File: config.mk
export PLATFORM = sky130hd
export DESIGN_NAME = imem_fetch_responder
export DESIGN_NICKNAME = d
export VERILOG_FILES = /design/src/rtl/neocore_pkg.sv /design/src/rtl/fetch_window_align.sv /design/src/rtl/imem_fetch_responder.sv
export SDC_FILE = /design/constraint.sdc
export NUM_CORES = 1
export LEC_CHECK = 0
export CORE_MARGIN = 10
export CORE_UTILIZATION = 36
export DETAILED_ROUTE_END_ITERATION = 6
export DONT_BUFFER_PORTS = 1
export HOLD_SLACK_MARGIN = 0.15
export MAX_ROUTING_LAYER = met4
export PLACE_DENSITY = 0.49
export SLEW_MARGIN = 40
export SYNTH_ARGS = -nofsm -noshare
export SYNTH_HDL_FRONTEND = slang
export SYNTH_HIERARCHICAL = 1
export SYNTH_SLANG_ARGS = --single-unit
File: constraint.sdc
create_clock -name clk -period 25.3 [get_ports clk]
set_clock_uncertainty 0.15 [all_clocks]
set_input_delay 5.06 -clock clk [delete_from_list [all_inputs] [get_ports clk]]
set_output_delay 5.06 -clock clk [all_outputs]
set_load 0.1 [all_outputs]
File: src/rtl/neocore_pkg.sv
// neocore_pkg: shared types and constants for the instruction fetch path.
//   FETCH_BYTES        bytes per fetch window returned to the fetch unit
//   WORD_BYTES         bytes per SRAM word
//   STAGE_WORDS/BITS   staging register geometry (worst case: 5 SRAM words)
//   imem_resp_state_t  fetch responder FSM states
//   words_needed()     SRAM words needed for a window at a given byte offset
package neocore_pkg;

    localparam int FETCH_BYTES = 16;
    localparam int WORD_BYTES  = 4;
    localparam int STAGE_WORDS = FETCH_BYTES / WORD_BYTES + 1;
    localparam int STAGE_BITS  = STAGE_WORDS * WORD_BYTES * 8;

    typedef enum logic [1:0] {
        IDLE,
        ISSUE,
        DRAIN,
        RESP
    } imem_resp_state_t;

    // An aligned window fits in four words; any other offset straddles a fifth.
    function automatic logic [2:0] words_needed(input logic [1:0] offset);
        return (offset == 2'd0) ? 3'd4 : 3'd5;
    endfunction

endpackage

File: src/rtl/fetch_window_align.sv
// fetch_window_align: selects a 16-byte big-endian window out of the 20-byte
// staging register, starting at the byte offset of the requested address.
//   staging  in   160  word i of the window occupies bits [159-32i -: 32]
//   offset   in   2    byte offset of the window start within word 0
//   window   out  128  bits [127:120] = first byte of the window
module fetch_window_align
    import neocore_pkg::*;
(
    input  logic [STAGE_BITS-1:0]    staging,
    input  logic [1:0]               offset,
    output logic [FETCH_BYTES*8-1:0] window
);

    // Taking the top 128 bits of (staging << 8*offset) is the same as a
    // 128-bit slice starting 8*offset bits below the MSB.
    assign window = staging[STAGE_BITS - 1 - 8 * int'(offset) -: FETCH_BYTES * 8];

endmodule

File: src/rtl/imem_fetch_responder.sv
// imem_fetch_responder: serves 16-byte big-endian instruction windows at any
// byte address by reading four or five consecutive words from a 32-bit
// synchronous SRAM and shifting them into place.
//   clk, rst     clock; asynchronous active-high reset
//   mem_req      fetch request, held by the requester until the ack
//   mem_addr     byte address of window byte 0
//   mem_rdata    128-bit window, valid while mem_ack is high
//   mem_ack      one-cycle completion pulse
//   sram_en      SRAM read enable
//   sram_addr    SRAM word address
//   sram_rdata   SRAM read data, one cycle after sram_en
module imem_fetch_responder
    import neocore_pkg::*;
#(
    parameter  int MEM_WORDS = 16384,
    localparam int AW        = $clog2(MEM_WORDS)
) (
    input  logic                     clk,
    input  logic                     rst,
    input  logic                     mem_req,
    input  logic [31:0]              mem_addr,
    output logic [FETCH_BYTES*8-1:0] mem_rdata,
    output logic                     mem_ack,
    output logic                     sram_en,
    output logic [AW-1:0]            sram_addr,
    input  logic [31:0]              sram_rdata
);

    imem_resp_state_t        state, state_next;
    logic [31:0]             req_addr;     // latched request address A
    logic [2:0]              word_cnt;     // SRAM words issued so far
    logic [STAGE_BITS-1:0]   staging, staging_next;
    logic [FETCH_BYTES*8-1:0] window_next;

    logic [1:0]    offset;
    logic [AW-1:0] base_word;
    logic [2:0]    n_words;
    logic          abort;
    logic          capture;
    logic [2:0]    capture_idx;

    assign offset    = req_addr[1:0];
    assign base_word = req_addr[AW+1:2];
    assign n_words   = words_needed(offset);

    // The requester moved on (branch flush or PC advance): drop the window.
    assign abort = !mem_req || (mem_addr != req_addr);

    // Word i returns two cycles after its issue cycle, so during ISSUE the
    // returning word trails the issue count by two; in DRAIN only the last
    // word is still in flight.
    assign capture     = !abort && ((state == ISSUE && word_cnt >= 3'd2) || state == DRAIN);
    assign capture_idx = (state == DRAIN) ? word_cnt - 3'd1 : word_cnt - 3'd2;

    // NOTE: every signal driven here gets a default first, so no path can
    // leave it unassigned and infer a latch.
    always_comb begin
        state_next   = state;
        staging_next = staging;

        case (state)
            IDLE: begin
                if (mem_req) begin
                    state_next   = ISSUE;
                    // Word 4 stays zero for aligned windows.
                    staging_next = '0;
                end
            end
            ISSUE: begin
                if (abort)
                    state_next = IDLE;
                else if (word_cnt == n_words)
                    state_next = DRAIN;
            end
            DRAIN:   state_next = abort ? IDLE : RESP;
            RESP:    state_next = IDLE;
            default: state_next = IDLE;
        endcase

        if (capture)
            staging_next[STAGE_BITS - 1 - 32 * int'(capture_idx) -: 32] = sram_rdata;
    end

    // The window is aligned from the staging value that already includes the
    // final word, so mem_rdata is registered on the DRAIN->RESP edge and is
    // valid in the same cycle as the ack.
    fetch_window_align u_align (
        .staging (staging_next),
        .offset  (offset),
        .window  (window_next)
    );

    // NOTE: state uses non-blocking assignments so every register in this
    // block samples the pre-edge values of the others.
    always_ff @(posedge clk or posedge rst) begin
        if (rst) begin
            state     <= IDLE;
            req_addr  <= '0;
            word_cnt  <= '0;
            // NOTE: the staging register is plain flops, not a memory, so
            // clearing it on reset is cheap and keeps stale bytes out.
            staging   <= '0;
            sram_en   <= 1'b0;
            sram_addr <= '0;
            mem_ack   <= 1'b0;
            mem_rdata <= '0;
        end else begin
            state   <= state_next;
            staging <= staging_next;
            mem_ack <= 1'b0;

            case (state)
                IDLE: begin
                    if (mem_req) begin
                        req_addr  <= mem_addr;
                        sram_en   <= 1'b1;
                        sram_addr <= mem_addr[AW+1:2];
                        word_cnt  <= 3'd1;
                    end
                end
                ISSUE: begin
                    if (abort || word_cnt == n_words) begin
                        sram_en <= 1'b0;
                    end else begin
                        // AW-bit sum wraps the word index within the SRAM.
                        sram_addr <= base_word + AW'(word_cnt);
                        word_cnt  <= word_cnt + 3'd1;
                    end
                end
                DRAIN: begin
                    sram_en <= 1'b0;
                    if (!abort) begin
                        mem_rdata <= window_next;
                        mem_ack   <= 1'b1;
                    end
                end
                default: sram_en <= 1'b0;
            endcase
        end
    end

endmodule
==> results.yml, run 1 <==
synthesis:
  synth.net_count: 1418
  syn_area_um2: 17950
  synth_area_per_cell_um2: 13.38
  synthCells: 1342
  yosysWarnings: 6
global_routing:
  antenna_found_initial: 11
  grt_pass1_wl_um: 80700
  first_global_vias: 10990
  track_usage: 0.1879
  grt_start_max_net_pins: 123
  grt_overflow: 0
power_and_ir_drop:
  power_mw: 1.313
  peakVddDrop_v: 0.00005407
  p_leak_nw: 8.603
  power_density_nw_per_um2: 66.37
critical_path:
  path_class: "in -> reg"
  crit_fanout: 47
  cp.required_ns: 25.59
  cp-start-kind: "input pin"
  critPathArrivalTime_ns: 8.81
  endpoint_kind: "flop"
cells_and_area:
  final_cell_mix: "nand2_1 (301), dfrtp_1 (191), mux2i_1 (153)"
  drive_gt1_frac: 0.3733
  final_net_count: 1386
  fin_util: 0.4025
  instances_no_fill: 2014
  final_common_cell: "nand2_1"
  area_growth_pct: 10.18
detailed_routing:
  drcViolationCount: 0
  drt_pre_antenna_iters: 5
  dr_total_vias: 10850
  drt_iter0_markers: 867
  postRouteAntennaNets: 0
  drt-total-wl_um: 55070
  wl_per_cell_um: 27.35
  via_per_inst: 5.389
cts:
  cts_hold_buf: 0
  cts_sinks: 333
  clock_latency_ns: 0.58
  cts_max_level: 2
  clk_pin_slew_ns: 0.06
  cts_tree: "done"
  clockRootBuffer: "clkbuf_16"
  post_cts_resize_count: 0
  cts_setup_buffers: 0
  numCtsBuffers: 40
  cts_buffer_depth: 3
sta:
  setup_ws_ns: 16.79
  fin_crit_ns: 8.515
  timing.fmax_mhz: 117.4
  worstMarginPinSlew_ns: 0.8885
  hold_viol_final: 0
  slew_violations: 0
  slew_headroom: 0.3907
  setup-tns-final_ns: 0
  setup_violations: 0
  rsz0062_at_grt: "no"
  fin_crit_sh: 0.3365
floorplanning:
  core_um2: 49150
  ioPinCount: 211
  start_util: 0.3653
  die_h_um: 243.3
  die-area_um2: 59210
  dieWidth_um: 243.3
  rows: 81
placement:
  port_buffers: 0
  dp_slack_ns: 16.12
  dp_hpwl_um: 39420
  place_congestion: 0.8473
  placed_cells: 1931
hold_path:
  hp-class: "reg -> reg"
outcome:
  outcome: "finished clean"
flow_run:
  max_cap_violations: 0
per-layer routing:
| layer | GRT usage | up-vias | part of all wire |
|---|---|---|---|
| li1 | - | 4712 | - |
| met1 | 0.2400 | 5754 | 0.42 |
| met2 | 0.2844 | 316 | 0.47 |
| met3 | 0.05427 | 72 | 0.083 |
| met4 | 0.05845 | 0 | 0.028 |
| met5 | - | - | 0 |
final cells by class:
type	count	area, um^2
Timing Repair Buffer	25	280.3
Fill cell	4566	29370
Inverter	39	158.9
Tap cell	664	830.8
Sequential cell	333	8516
Antenna cell	8	20.02
Clock buffer	63	1177
Multi-Input combinational cell	871	8640
Clock inverter	11	160.2
through the flow:
step | hold slack, ns | cell area (um^2)
final | 0.3571 | 19780
after CTS | 0.3521 | 19740
after detailed placement | 0.3356 | 18400
after global placement | 0.3308 | 18100
after global routing | 0.3740 | 19780
after floorplan | 0.3155 | 17950
power breakdown:
part           leakage (nW)  internal [mW]  switching, mW
clock                 0.657          0.352          0.240
combinational          3.61         0.0491         0.0792
sequential             4.33          0.545         0.0474
final timing paths:
kind	from	to	slack (ns)	cells past startpoint
min	req_addr[27]	req_addr[27]	0.36	2
min reg2reg	req_addr[27]	req_addr[27]	0.36	2
max	mem_addr[22]	mem_rdata[8]	16.79	8
max reg2reg	req_addr[1]	mem_rdata[8]	20.57	8
max in group asynchronous	rst	mem_rdata[69]	19.41	2
min in group asynchronous	rst	mem_rdata[104]	4.23	1
registers in the layout, summed over array words and instances (netlist names):
register,flops
state,2
sram_en,1
sram_addr,14
mem_rdata,128
staging,152
word_cnt,3
req_addr,32
mem_ack,1
worst max-delay path, stage by stage:
cell and delay [ns]:
xor2_1 0.16, nor4_1 0.35, nand4_1 0.23, nor4_4 0.41
and2_4 0.66, buf_4 0.76, buf_4 0.76, mux2_4 0.35
(Power assumes the default switching activity.)
==> run 2: changes to the inputs <==
==> constraint.sdc (replaced) <==
create_clock -name clk -period 8.8 [get_ports clk]
set_clock_uncertainty 0.15 [all_clocks]
set_input_delay 1.76 -clock clk [delete_from_list [all_inputs] [get_ports clk]]
set_output_delay 1.76 -clock clk [all_outputs]
set_load 0.1 [all_outputs]
==> run 2 against run 1 <==
  * Total power rose to 2.8 times the previous value
  * Largest power group unchanged
  * Combinational power grew to 2.8 times the previous value
  * Register-to-register slack worse by 16 ns
==> results.yml, run 2 (same netlist as run 1, synthesis figures left out) <==
outcome:
  outcome: "finished clean"
critical_path:
  cp.required_ns: 9.10
  crit_path_cell_trace: "xor2_1 -> nor4_1 -> nand3_1 -> nor3_1 -> and4_2 -> buf_4 -> mux2i_1 -> mux4_2 -> mux2_4"
  endpoint_kind: "flop"
  cp_slowest_cell: "mux4_2"
  path_class: "in -> reg"
  cp.buffers_inverters: 1
  r2r-start: "req_addr[0]"
  cp-start-kind: "input pin"
  slowest_delay_ns: 0.63
  crit_start: "mem_addr[31]"
  crit_fanout: 32
  critPathArrivalTime_ns: 5.11
  crit_family: "multiplexers"
cts:
  clock_latency_ns: 0.59
  clk_pin_slew_ns: 0.06
  post_cts_resize_count: 0
  cts_tree: "done"
  clockRootBuffer: "clkbuf_16"
  cts_buffer_depth: 3
  cts_max_level: 2
  numCtsBuffers: 40
  cts_setup_buffers: 0
  cts_hold_buf: 0
  cts_sinks: 333
power_and_ir_drop:
  p_leak_nw: 8.602
  power_density_nw_per_um2: 188.3
  peakVddDrop_v: 0.0001588
cells_and_area:
  seq_area_um2: 8517
  drive_gt1_frac: 0.3754
  largest_reg_flops: 152
  final_common_cell: "nand2_1"
  num-fill-cells: 4543
  final_cell_mix: "nand2_1 (301), dfrtp_1 (190), mux2i_1 (151)"
  multi_input_area_um2: 8647
  final_net_count: 1384
  reg_top3: "staging: 152 flops, mem_rdata: 128 flops, req_addr: 32 flops"
  area_growth_pct: 10.31
  regMostFlops: "staging"
sta:
  fin_crit_sh: 0.5464
  rsz0062_at_grt: "no"
  slew_headroom: 0.4305
  fin_crit_ns: 4.808
  setup-tns-final_ns: 0
  holdWs_ns: 0.3457
  hold_viol_final: 0
  slew_violations: 0
  worstMarginPinSlew_ns: 0.8305
  timing.fmax_mhz: 208.0
  setup_violations: 0
detailed_routing:
  drcViolationCount: 0
  drt_iter0_markers: 858
  via_per_inst: 5.349
  postRouteAntennaNets: 0
  dr_total_vias: 10770
  drt-total-wl_um: 55520
  wl_per_cell_um: 27.58
  drt_pre_antenna_iters: 5
global_routing:
  first_global_vias: 10980
  grt_start_max_net_pins: 153
  antenna_found_initial: 6
  grt_pass1_wl_um: 81840
  track_usage: 0.1906
  grt_overflow: 0
floorplanning:
  core_um2: 49150
  ioPinCount: 211
  die_h_um: 243.3
  rows: 81
  dieWidth_um: 243.3
  die-area_um2: 59210
  start_util: 0.3653
flow_run:
  max_cap_violations: 0
hold_path:
  hold_start: "req_addr[18]"
  hp-class: "reg -> reg"
placement:
  place_congestion: 0.8041
  dp_hpwl_um: 39370
  port_buffers: 0
-- run 2: cell types whose count changed in the layout (fill, tap and decap cells not counted), sizes merged --
cell,previous run,this run
clkinv,6,5
clkbuf,63,66
diode,8,9
bufinv,3,0
inv,41,40
clkinvlp,0,2
buf,25,23
-- run 2: worst paths after layout --
path                       depth (start not counted)  slack (ns)             end
max                                                9        3.99  mem_rdata[101]
min                                                2        0.35    req_addr[18]
max reg2reg                                        9        4.53  mem_rdata[101]
min reg2reg                                        2        0.35    req_addr[18]
max in group asynchronous                          4        6.22   mem_rdata[61]
min in group asynchronous                          1        0.91   mem_rdata[83]
-- run 2: cell type report --
class                           count  share of cell area
Clock inverter                      8            0.004928
Antenna cell                        9            0.001137
Clock buffer                       66             0.06153
Timing Repair Buffer               23             0.01624
Tap cell                          664             0.04195
Sequential cell                   333              0.4300
Multi-Input combinational cell    871              0.4366
Inverter                           39            0.007581
-- run 2: per-layer routing --
| layer | vias up | track usage | wire [um] |
|---|---|---|---|
| met5 | - | - | 0 |
| met4 | 0 | 0.06433 | 1568 |
| met3 | 66 | 0.04770 | 4026 |
| met2 | 292 | 0.2877 | 26160 |
| met1 | 5685 | 0.2469 | 23770 |
| li1 | 4725 | - | - |
-- run 2: worst reg2reg max path: stages, from the launching register on --
cell and delay (ns):
dfrtp_4 0.83, xor2_1 0.17, nor4_1 0.28, nand3_1 0.25, nor3_1 0.33, and4_2 0.25
buf_4 0.52, mux2i_1 0.45, mux4_2 0.63, mux2_4 0.28
-- run 2: per-stage QoR --
step / cells / total power, mW / utilization / worst slack, ns / cell area, um^2
2_1_floorplan: 1342 / 2.025 / - / 2.441 / 17960
3_3_place_gp: 1924 / 2.078 / 0.3687 / 3.014 / 18120
3_5_place_dp: 1929 / 2.097 / 0.3749 / 3.435 / 18430
4_1_cts: 2003 / 3.775 / 0.4017 / 4.043 / 19740
5_1_grt: 2013 / 3.876 / 0.4029 / 3.831 / 19810
6_report: 2013 / 3.729 / 0.4029 / 3.992 / 19810
-- run 2: where the power goes --
part           switching (mW)  total [mW]  leakage (nW)  internal (mW)
Combinational           0.218       0.353          3.63          0.135
Sequential              0.143        1.71          4.33           1.57
Clock                   0.708        1.67         0.643          0.958
